==> src/rtl/matrix_dma_loader.sv <==
// ---------------------------------------------------------------------------
// matrix_dma_loader
//
// Copies an N x N matrix (N <= MAX_DIM) from memory into a local RAM. The
// source is read over an Avalon-MM burst master and written into the RAM
// one word at a time. The RAM is addressed as row*MAX_DIM + col.
//
// Configuration macro:
//   MATRIX_DMA_STRIDE_EN  defined   -> programmable source row pitch (STRIDE)
//                         undefined -> source rows are contiguous (pitch = N),
//                                      STRIDE writes ignored, reads return 0
//
// Ports:
//   clk, reset_n          clock, asynchronous active-low reset
//   address/read/burstcount/waitrequest/readdata/readdatavalid
//                         Avalon burst read master
//   slave_address/slave_write/slave_writedata/slave_read/slave_readdata/
//   slave_waitrequest     CSR slave, zero wait states
//                         0 PTR, 1 CMD (write) / STATUS (read),
//                         2 STRIDE, 3 received word count (read only)
//   irq                   level completion interrupt, cleared by STATUS read
//   ram_addr/ram_data/ram_we
//                         local RAM write port
// ---------------------------------------------------------------------------
module matrix_dma_loader #(
    parameter int DATA_W  = 32,
    parameter int ADDR_W  = 30,
    parameter int MAX_DIM = 32,
    parameter int BURST   = 4
) (
    input  logic                          clk,
    input  logic                          reset_n,
    output logic [ADDR_W-1:0]             address,
    output logic                          read,
    output logic [3:0]                    burstcount,
    input  logic                          waitrequest,
    input  logic [DATA_W-1:0]             readdata,
    input  logic                          readdatavalid,
    input  logic [1:0]                    slave_address,
    input  logic                          slave_write,
    input  logic [DATA_W-1:0]             slave_writedata,
    input  logic                          slave_read,
    output logic [DATA_W-1:0]             slave_readdata,
    output logic                          slave_waitrequest,
    output logic                          irq,
    output logic [2*$clog2(MAX_DIM)-1:0]  ram_addr,
    output logic [DATA_W-1:0]             ram_data,
    output logic                          ram_we
);

    localparam int DIM_W = $clog2(MAX_DIM);
    localparam int CNT_W = $clog2(MAX_DIM * MAX_DIM + 1);

    typedef enum logic [1:0] {IDLE, ISSUE, DRAIN} state_t;

    state_t              state;
    logic [DATA_W-1:0]   ptr;
`ifdef MATRIX_DMA_STRIDE_EN
    logic [DATA_W-1:0]   stride;
`endif
    logic [6:0]          n_reg;
    logic [6:0]          issue_row;
    logic [6:0]          issue_col;
    logic [DIM_W-1:0]    recv_row;
    logic [DIM_W-1:0]    recv_col;
    logic [CNT_W-1:0]    count;
    logic [CNT_W-1:0]    issued;
    logic                error;
    logic                aborted;
    logic                busy;

    logic                wr_ptr, wr_cmd, abort_wr, start_wr, status_rd;
    logic                accept, rdv_ok, row_done, last_burst;
    logic [6:0]          cmd_n, col_adv, nxt_row, nxt_col;
    logic [CNT_W-1:0]    cnt_next;
    logic [ADDR_W-1:0]   stride_eff, word_off, nxt_addr;

    // Burst length for a burst starting at column col: never crosses the row end.
    function automatic logic [3:0] burst_len(input logic [6:0] n, input logic [6:0] col);
        logic [6:0] rem;
        rem = n - col;
        return (rem < 7'(BURST)) ? 4'(rem) : 4'(BURST);
    endfunction

    assign busy              = (state != IDLE);
    assign slave_waitrequest = 1'b0;

    assign wr_ptr    = slave_write && (slave_address == 2'd0);
    assign wr_cmd    = slave_write && (slave_address == 2'd1);
    assign abort_wr  = wr_cmd && slave_writedata[DATA_W-1];
    assign start_wr  = wr_cmd && !slave_writedata[DATA_W-1];
    assign cmd_n     = slave_writedata[6:0];
    assign status_rd = slave_read && (slave_address == 2'd1);
    assign accept    = read && !waitrequest;
    // Responses that arrive while idle (e.g. stale ones after a reset) are dropped.
    assign rdv_ok    = readdatavalid && (state != IDLE);
    assign cnt_next  = count + CNT_W'(rdv_ok);

    // Position and address of the burst following the one currently presented.
    always_comb begin
`ifdef MATRIX_DMA_STRIDE_EN
        stride_eff = ADDR_W'(stride);
`else
        stride_eff = ADDR_W'(n_reg);
`endif
        col_adv    = issue_col + 7'(burstcount);
        row_done   = (col_adv >= n_reg);
        nxt_col    = row_done ? 7'd0 : col_adv;
        nxt_row    = row_done ? issue_row + 7'd1 : issue_row;
        last_burst = row_done && (issue_row == n_reg - 7'd1);
        word_off   = ADDR_W'(nxt_row) * stride_eff + ADDR_W'(nxt_col);
        nxt_addr   = ADDR_W'(ptr) + (word_off << 2);
    end

    always_comb begin
        slave_readdata = '0;
        case (slave_address)
            2'd0: slave_readdata = ptr;
            2'd1: slave_readdata = DATA_W'({error, irq, busy});
`ifdef MATRIX_DMA_STRIDE_EN
            2'd2: slave_readdata = stride;
`endif
            2'd3: slave_readdata = DATA_W'(count);
            default: slave_readdata = '0;
        endcase
    end

    always_ff @(posedge clk or negedge reset_n) begin
        if (!reset_n) begin
            state      <= IDLE;
            ptr        <= '0;
`ifdef MATRIX_DMA_STRIDE_EN
            stride     <= '0;
`endif
            n_reg      <= '0;
            issue_row  <= '0;
            issue_col  <= '0;
            recv_row   <= '0;
            recv_col   <= '0;
            count      <= '0;
            issued     <= '0;
            error      <= 1'b0;
            aborted    <= 1'b0;
            irq        <= 1'b0;
            read       <= 1'b0;
            address    <= '0;
            burstcount <= '0;
            ram_we     <= 1'b0;
            ram_addr   <= '0;
            ram_data   <= '0;
        end else begin
            ram_we <= 1'b0;

            // A completion set later in this block overrides this clear.
            if (status_rd)
                irq <= 1'b0;

            if (wr_ptr)
                ptr <= slave_writedata;
`ifdef MATRIX_DMA_STRIDE_EN
            if (slave_write && (slave_address == 2'd2))
                stride <= slave_writedata;
`endif

            // Receive side: store each returned word at the next (row, col).
            if (rdv_ok) begin
                ram_we   <= 1'b1;
                ram_data <= readdata;
                ram_addr <= {recv_row, recv_col};
                count    <= cnt_next;
                if (7'(recv_col) + 7'd1 == n_reg) begin
                    recv_col <= '0;
                    recv_row <= recv_row + 1'b1;
                end else begin
                    recv_col <= recv_col + 1'b1;
                end
            end

            case (state)
                IDLE: begin
                    if (start_wr) begin
                        if (cmd_n == 7'd0) begin
                            irq   <= 1'b1;
                            error <= 1'b0;
                        end else if (cmd_n > 7'(MAX_DIM)) begin
                            irq   <= 1'b1;
                            error <= 1'b1;
                        end else begin
                            state      <= ISSUE;
                            n_reg      <= cmd_n;
                            error      <= 1'b0;
                            aborted    <= 1'b0;
                            count      <= '0;
                            issued     <= '0;
                            issue_row  <= '0;
                            issue_col  <= '0;
                            recv_row   <= '0;
                            recv_col   <= '0;
                            read       <= 1'b1;
                            address    <= ADDR_W'(ptr);
                            burstcount <= burst_len(cmd_n, 7'd0);
                        end
                    end
                end

                ISSUE: begin
                    // Abort keeps only bursts already accepted, including one
                    // accepted on this very edge; a stalled burst is withdrawn.
                    if (abort_wr) begin
                        aborted <= 1'b1;
                        read    <= 1'b0;
                        state   <= DRAIN;
                        if (accept)
                            issued <= issued + CNT_W'(burstcount);
                    end else if (accept) begin
                        issued <= issued + CNT_W'(burstcount);
                        if (last_burst) begin
                            read  <= 1'b0;
                            state <= DRAIN;
                        end else begin
                            issue_row  <= nxt_row;
                            issue_col  <= nxt_col;
                            address    <= nxt_addr;
                            burstcount <= burst_len(n_reg, nxt_col);
                        end
                    end
                end

                DRAIN: begin
                    if (abort_wr)
                        aborted <= 1'b1;
                    if (cnt_next == issued) begin
                        state <= IDLE;
                        if (!aborted && !abort_wr)
                            irq <= 1'b1;
                    end
                end

                default: state <= IDLE;
            endcase
        end
    end

endmodule

==> config.mk <==
export PLATFORM = sky130hd
export DESIGN_NAME = matrix_dma_loader
export DESIGN_NICKNAME = d
export VERILOG_FILES = /design/src/rtl/matrix_dma_loader.sv
export SDC_FILE = /design/constraint.sdc
export NUM_CORES = 1
export LEC_CHECK = 0
export CAP_MARGIN = 20
export CELL_PAD_IN_SITES_DETAIL_PLACEMENT = 0
export CELL_PAD_IN_SITES_GLOBAL_PLACEMENT = 1
export CORE_MARGIN = 3
export CORE_UTILIZATION = 44
export DETAILED_ROUTE_END_ITERATION = 6
export HOLD_SLACK_MARGIN = 0.12
export PLACE_DENSITY_LB_ADDON = 0.12
export RECOVER_POWER = 100
export SLEW_MARGIN = 15
export SYNTH_ARGS = -nofsm -noshare
export SYNTH_HDL_FRONTEND = slang
export SYNTH_SLANG_ARGS = --single-unit
==> constraint.sdc <==
create_clock -name clk -period 15.7 [get_ports clk]
set_clock_uncertainty 0.2 [all_clocks]
set_input_delay 3.925 -clock clk [delete_from_list [all_inputs] [get_ports clk]]
set_output_delay 3.925 -clock clk [all_outputs]
set_load 0.02 [all_outputs]
==> impl_results.md <==
* Synthesized area per cell at around 9.2 sq um
* Biggest regs: ptr: 32 flops, ram_data: 32 flops, address: 30 flops
* Crit-path cells: clkbuf_1 > clkbuf_1 > clkbuf_1
* Antenna Nets Post-Route at 0
* Finished Layout Cells at around 1800
* Root cell of the clock tree: clkbuf_16
* Fin nets at roughly 1600
* Setup TNS at 0 ns
* Total Die Area at approximately 29000 sq um
* First-pass GRT wire length at 51300 um
* Max Cap Viol at 7
* Dpl ws at approximately 5.3 ns
* Data required, critical path at approximately 15 ns
* CP dominant cell by count: clkbuf_1
* Delay-heaviest family, CP: buffers and inverters
* Mapped Area at 11700 sq um
* Setup ws final at 4.43 ns
* Fin crit share at 71.8%
* Congestion Overflow GR at 0
* Avg WL per Cell at between 15 and 20 um
* Post-CTS sizing at 0
* CTS Hold Bufs at 0
* Slew Limit Fails at 373
* Die width at 169 um
* Synthesis Warnings at 0
* Number of placed I/O pins at between 150 and 200
* Max Fclk at 88.7 MHz
* Endpoints failing setup at 0
* Hold Violations, Final at 0
* Min-Delay Path Class: reg2reg
* Starting DRC count in detailed routing at 498
* Syn_nets at 1469
* Hold WS at 0.267 ns
* Crit path kind: in2async
* Initial antenna violation count at 0
* Yosys cell types at between 70 and 80
* Hold path depth at 2
* Routability cong. at 0.848
* Proportion of layout cells with a drive suffix above 1 at 6.82%
* Nature of the critical path endpoint: asynchronous set/reset pin
* FFs w/ async S/R, synth at between 90% and 100%
* Vias per inst at around 5.4
* Post-Syn Instances at 1278
* R2r worst-path depth at 38
* Crit Path Max Fanout at 93
* RSZ-0062 raised after global routing: no
* Antenna cells at 0
* Dpl hpwl at 22800 um
* Drt pass-1 iters at 5
* Seq cells post-synth at between 150 and 200
* CTS tree: yes
* Vias in the first global route at between 9000 and 10000
* Sequential-to-total area share from yosys stat at between 30% and 40%
* Pin count of the biggest net entering global routing at 94
* Detailed-route via count at 9619
* Arr. time, crit path at 10.88 ns
* Area delta synth->final at 22.2%
* Clock tree buffer depth at 2
* Clock slew seen by the registers of the worst setup and hold paths at 0.07 ns
* Failing checks: capacitance limit, slew limit
* Outcome: complete, but fails checks
* Core Region at about 26000 sq um
* Number of remaining DRC errors at 0
* Cell total after placement at between 1500 and 2000
* Post-CTS Repair Setup Buffers at 0
* H-tree levels at 4
* Worst skew pair latency at between 0.4 and 0.5 ns
* Critical path depth at 3
* Clock Sinks at 168
* Post-synth EDFFs at 0
* CP Buf/Inv Count at 3
* Actual slew at the worst max-slew pin at 5.19 ns
* TritonCTS buffer count at 17
* # port buffers at 182
* Final Critical Period at 11.27 ns
* Top FF cell, synth: dfrtp_1
* Final WL at 31400 um
* Initial Util at 44.8%
* Critical Path Max Stage Delay at 3.56 ns
* Worst path slowest cell: clkbuf_1
* Die Y at 169 um
* Worst slew margin relative to its limit at -246%
* Worst setup SP type: input pin
* FP Rows at about 60
* Gr usage total at between 20% and 30%
-- stage by stage --
step                cell area (sq um)  utilization (%)
floorplan                       11700                -
global placement                13800             52.8
detailed placement              13800             52.8
CTS                             14400             55.0
global route                    14300             54.8
finish                          14300             54.8
-- synthesized netlist by cell type, types with 6 or more instances --
cell,number,area (sq um)
a211oi_1,8,60.1
a21boi_0,6,45.0
a21o_1,15,113
a21oi_1,57,285
a22o_1,12,105
a31oi_1,16,100
and2_1,36,225
and3_1,12,75.1
buf_6,7,78.8
clkbuf_1,39,146
dfrtp_1,168,4200
fa_1,35,701
ha_1,84,1050
inv_1,79,297
mux2_2,43,484
mux2_4,7,105
mux2i_1,12,120
nand2_1,204,766
nand2b_1,15,93.8
nand3_1,19,95.1
nand4_1,7,43.8
nor2_1,99,372
nor2b_1,10,62.6
nor3_1,40,200
nor3b_1,7,52.6
nor4_1,6,37.5
o211ai_1,9,67.6
o21ai_0,48,240
xnor2_1,64,561
xor2_1,20,175
-- final cells by class --
type | count | area, sq um
repair buffers | 195 | 1880
flip-flops and latches | 168 | 4200
well taps | 335 | 419
clock inverters | 14 | 151
fillers | 2455 | 11800
multi-input cells | 972 | 6910
clock buffers | 18 | 439
inverters | 84 | 315
-- worst paths after layout --
path | from | to | slack, ns
setup / recovery | reset_n | address[14] | 4.43
hold / removal | ram_addr[9] | ram_addr[9] | 0.27
setup reg to reg | burstcount[0] | address[29] | 5.38
hold reg to reg | ram_addr[9] | ram_addr[9] | 0.27
max in group clk | slave_address[1] | slave_readdata[1] | 4.70
min in group asynchronous | reset_n | ram_addr[4] | 5.16
-- per-layer routing --
metal	share of wire [%]	vias up	track usage, %
li1	-	4692	-
met1	45	4666	30.2
met2	48	231	37.3
met3	5.2	30	4.12
met4	1.4	0	5.05
met5	0	-	0
-- tightest hold or removal path, cell delays in order (launching register included) --
cell and delay, ns:
dfrtp_1 0.34, nand2_1 0.05, nand2_1 0.05
-- kinds of logic after synthesis --
kind of cell             count (synthesis)  synth area share (%)
buffers and inverters                  138                  5.02
other                                    1                0.0320
AND/OR/NAND/NOR                        479                  18.9
XOR/XNOR                                85                  6.42
flip-flops                             168                  35.9
AO/OA/AOI/OAI                          226                  12.8
adder cells (fa/ha/maj)                119                  14.9
multiplexers                            62                  6.05
-- layout by cell type, fill, tap and decap left out, types with 14 or more instances in the layout --
cell / count
xor2_1: 20
inv_1: 79
ha_1: 83
clkdlybuf4s50_1: 82
xnor2_1: 64
and2_0: 16
a21o_1: 15
nand3_1: 19
mux2_2: 43
nor2_1: 98
fa_1: 35
a21oi_1: 58
a31oi_1: 16
clkbuf_16: 17
nand2b_1: 14
o21ai_0: 50
nand2_1: 204
dlygate4sd3_1: 99
and2_1: 20
nor3_1: 40
dfrtp_1: 168
Power is left out: the tool's default activity adds up to more than one toggle a clock period on the data nets, which glitch-free logic cannot reach.
==> patch: new RTL, same flow settings <==
Re-encode `state_t` (3 states) as one-hot, 3 bits wide.
--- a/src/rtl/matrix_dma_loader.sv
+++ b/src/rtl/matrix_dma_loader.sv
@@ -52,5 +52,5 @@
     localparam int CNT_W = $clog2(MAX_DIM * MAX_DIM + 1);
 
-    typedef enum logic [1:0] {IDLE, ISSUE, DRAIN} state_t;
+    typedef enum logic [2:0] {IDLE = 3'b001, ISSUE = 3'b010, DRAIN = 3'b100} state_t;
 
     state_t              state;
Behaviour: same outputs for any inputs over 4 cycles, from zero or initial values and one cycle with reset_n low; so few cycles prove little.
==> patch against the unedited design <==
The run still ends with capacitance limit, slew limit left; count of clock-buffer cells in the layout is 1 lower; sequential cell count up 1; cell area decreased by 2.8%; wire length down 4.4%; area after synthesis is 3.7% lower; worst setup slack gained 0.18 ns.
Power is left out: it rests on default switching activity, and per cell area and clock period it moved more than threefold.
==> patch: results (changes against the unedited design) <==
run_status: "finished, violations left"
violations: "capacitance limit, slew limit"
top_regs: "ptr: 32 flops, ram_data: 32 flops, address: 30 flops"
synth_compound_area_share_pct: 13.2  # +0.40 points
met3_length_mm: 1.19  # -28%
wl_per_cell_um: 17.2  # -1.9%
worstPathMaxFanout: 93  # unchanged
wirelength_met1_mm: 13.5  # -4.5%
holdPathStages: 2  # unchanged
drive_gt1_share_pct: 5.38  # -1.4 points
r2r_slack_ns: 5.53  # +0.15 ns
synth-adder-area-share_pct: 15.2  # +0.24 points
grt_use_met1_pct: 28.9  # -1.4 points
clock_tree.buffer_depth: 2  # unchanged
antenna_found_initial: 3  # +3
synth_mux_area_share_pct: 3.47  # -2.6 points
dp_hpwl_mm: 22.1  # -3.0%
synth_xor_area_share_pct: 7.29  # +0.88 points
grt_pass1_wl_mm: 49.7  # -3.1%
cpMaxStageDelayCell: "clkbuf_1"
place.gp.congestion: 0.865  # +2.1%
met2_length_mm: 14.6  # -4.1%
synth-seq-area-share_pct: 37.5  # +1.6 points
max-cap-violations: 8  # +1
synth_area_leaders: "dfrtp_1 37%, ha_1 9.0%, nand2_1 7.8%, fa_1 6.2%, xnor2_1 5.4%"
cts_buffers: 17  # unchanged
vias_per_cell: 5.35  # -0.75%
postPlaceCellArea_um2: 13400  # -3.2%
synth_cell_types: 63  # -18%
min-delay-start: "ram_addr[5]$_DFFE_PN0P_"
timing.hold.ws_ns: 0.269  # +0.00185 ns
tightest_slew_ns: 4.92  # -0.276 ns
path_clk_slew_ns: 0.08
syn_nets: 1432  # -2.5%
dr.pass1.iters: 6  # +1
htree_levels: 4  # unchanged
io_buffers: 182  # unchanged
cp_slowest_stage_delay_ns: 3.40  # -0.16 ns
grt_max_degree: 94  # unchanged
rr_worst_depth: 36  # -5.3%
nNetsFinal: 1588  # -2.5%
drt_iter0_drc: 563  # +13%
grt_usage_pct: 22.1  # -0.20 points
met2_usage_pct: 37.0  # -0.35 points
hold_end: "ram_addr[5]$_DFFE_PN0P_"
grtUsageMet3_pct: 3.81  # -0.31 points
synth_commonest_cells: "234 x nand2_1, 168 x dfrtp_1, 107 x nor2_1"
slew_viol_final: 410  # +9.9%
setup_viol_count_final: 0  # unchanged
timing.rr.end: "address[24]$_DFFE_PN0P_"
first_global_vias: 9318  # -2.6%
==> patch: cell count changes in the layout (fill, tap and decap cells not counted), moves of 9 or more <==
cell and delta:
a21oi_1 -13, inv_1 -19, a211oi_1 +9, mux2i_1 -10, o21ai_0 +11, nor2_1 +9
o31ai_1 +13, nand2_1 +30, mux2_2 -10, nor3_1 -19
==> patch: cell families (layout without fill, tap and decap cells) <==
| kind of cell | after synthesis | in the layout |
|---|---|---|
| AO/OA/AOI/OAI | 226 | 226 |
| XOR/XNOR | 94 | 94 |
| flip-flops | 169 | 169 |
| buffers and inverters | 117 | 286 |
| multiplexers | 35 | 35 |
| adder cells (fa/ha/maj) | 116 | 116 |
| other | 1 | 4 |
| AND/OR/NAND/NOR | 486 | 486 |
==> patch: final cells by class <==
class,count,area [um^2]
Antenna cell,3,7.51
Clock buffer,17,425
Clock inverter,15,173
Fill cell,2284,10800
Inverter,65,244
Multi-Input combinational cell,958,6580
Sequential cell,169,4230
Tap cell,324,405
Timing Repair Buffer,189,1850
==> patch: worst max path at each step <==
| stage | slack [ns] | end | cells after the start | start |
|---|---|---|---|---|
| floorplan | 6.74 | slave_readdata[0] | 4 | slave_address[1] |
| global placement | 5.42 | slave_readdata[1] | 4 | slave_address[0] |
| detailed placement | 5.35 | slave_readdata[1] | 4 | slave_address[1] |
| CTS | 5.34 | slave_readdata[1] | 4 | slave_address[0] |
| global route | 2.91 | address[13]$_DFFE_PN0P_ | 2 | reset_n |
| finish | 4.61 | irq$_DFF_PN0_ | 2 | reset_n |
==> patch: stage by stage <==
stage / worst slack (ns) / std cells
2_1_floorplan: 6.74 / 1244
3_3_place_gp: 5.42 / 1705
3_5_place_dp: 5.35 / 1705
4_1_cts: 5.34 / 1737
5_1_grt: 2.91 / 1740
6_report: 4.61 / 1740
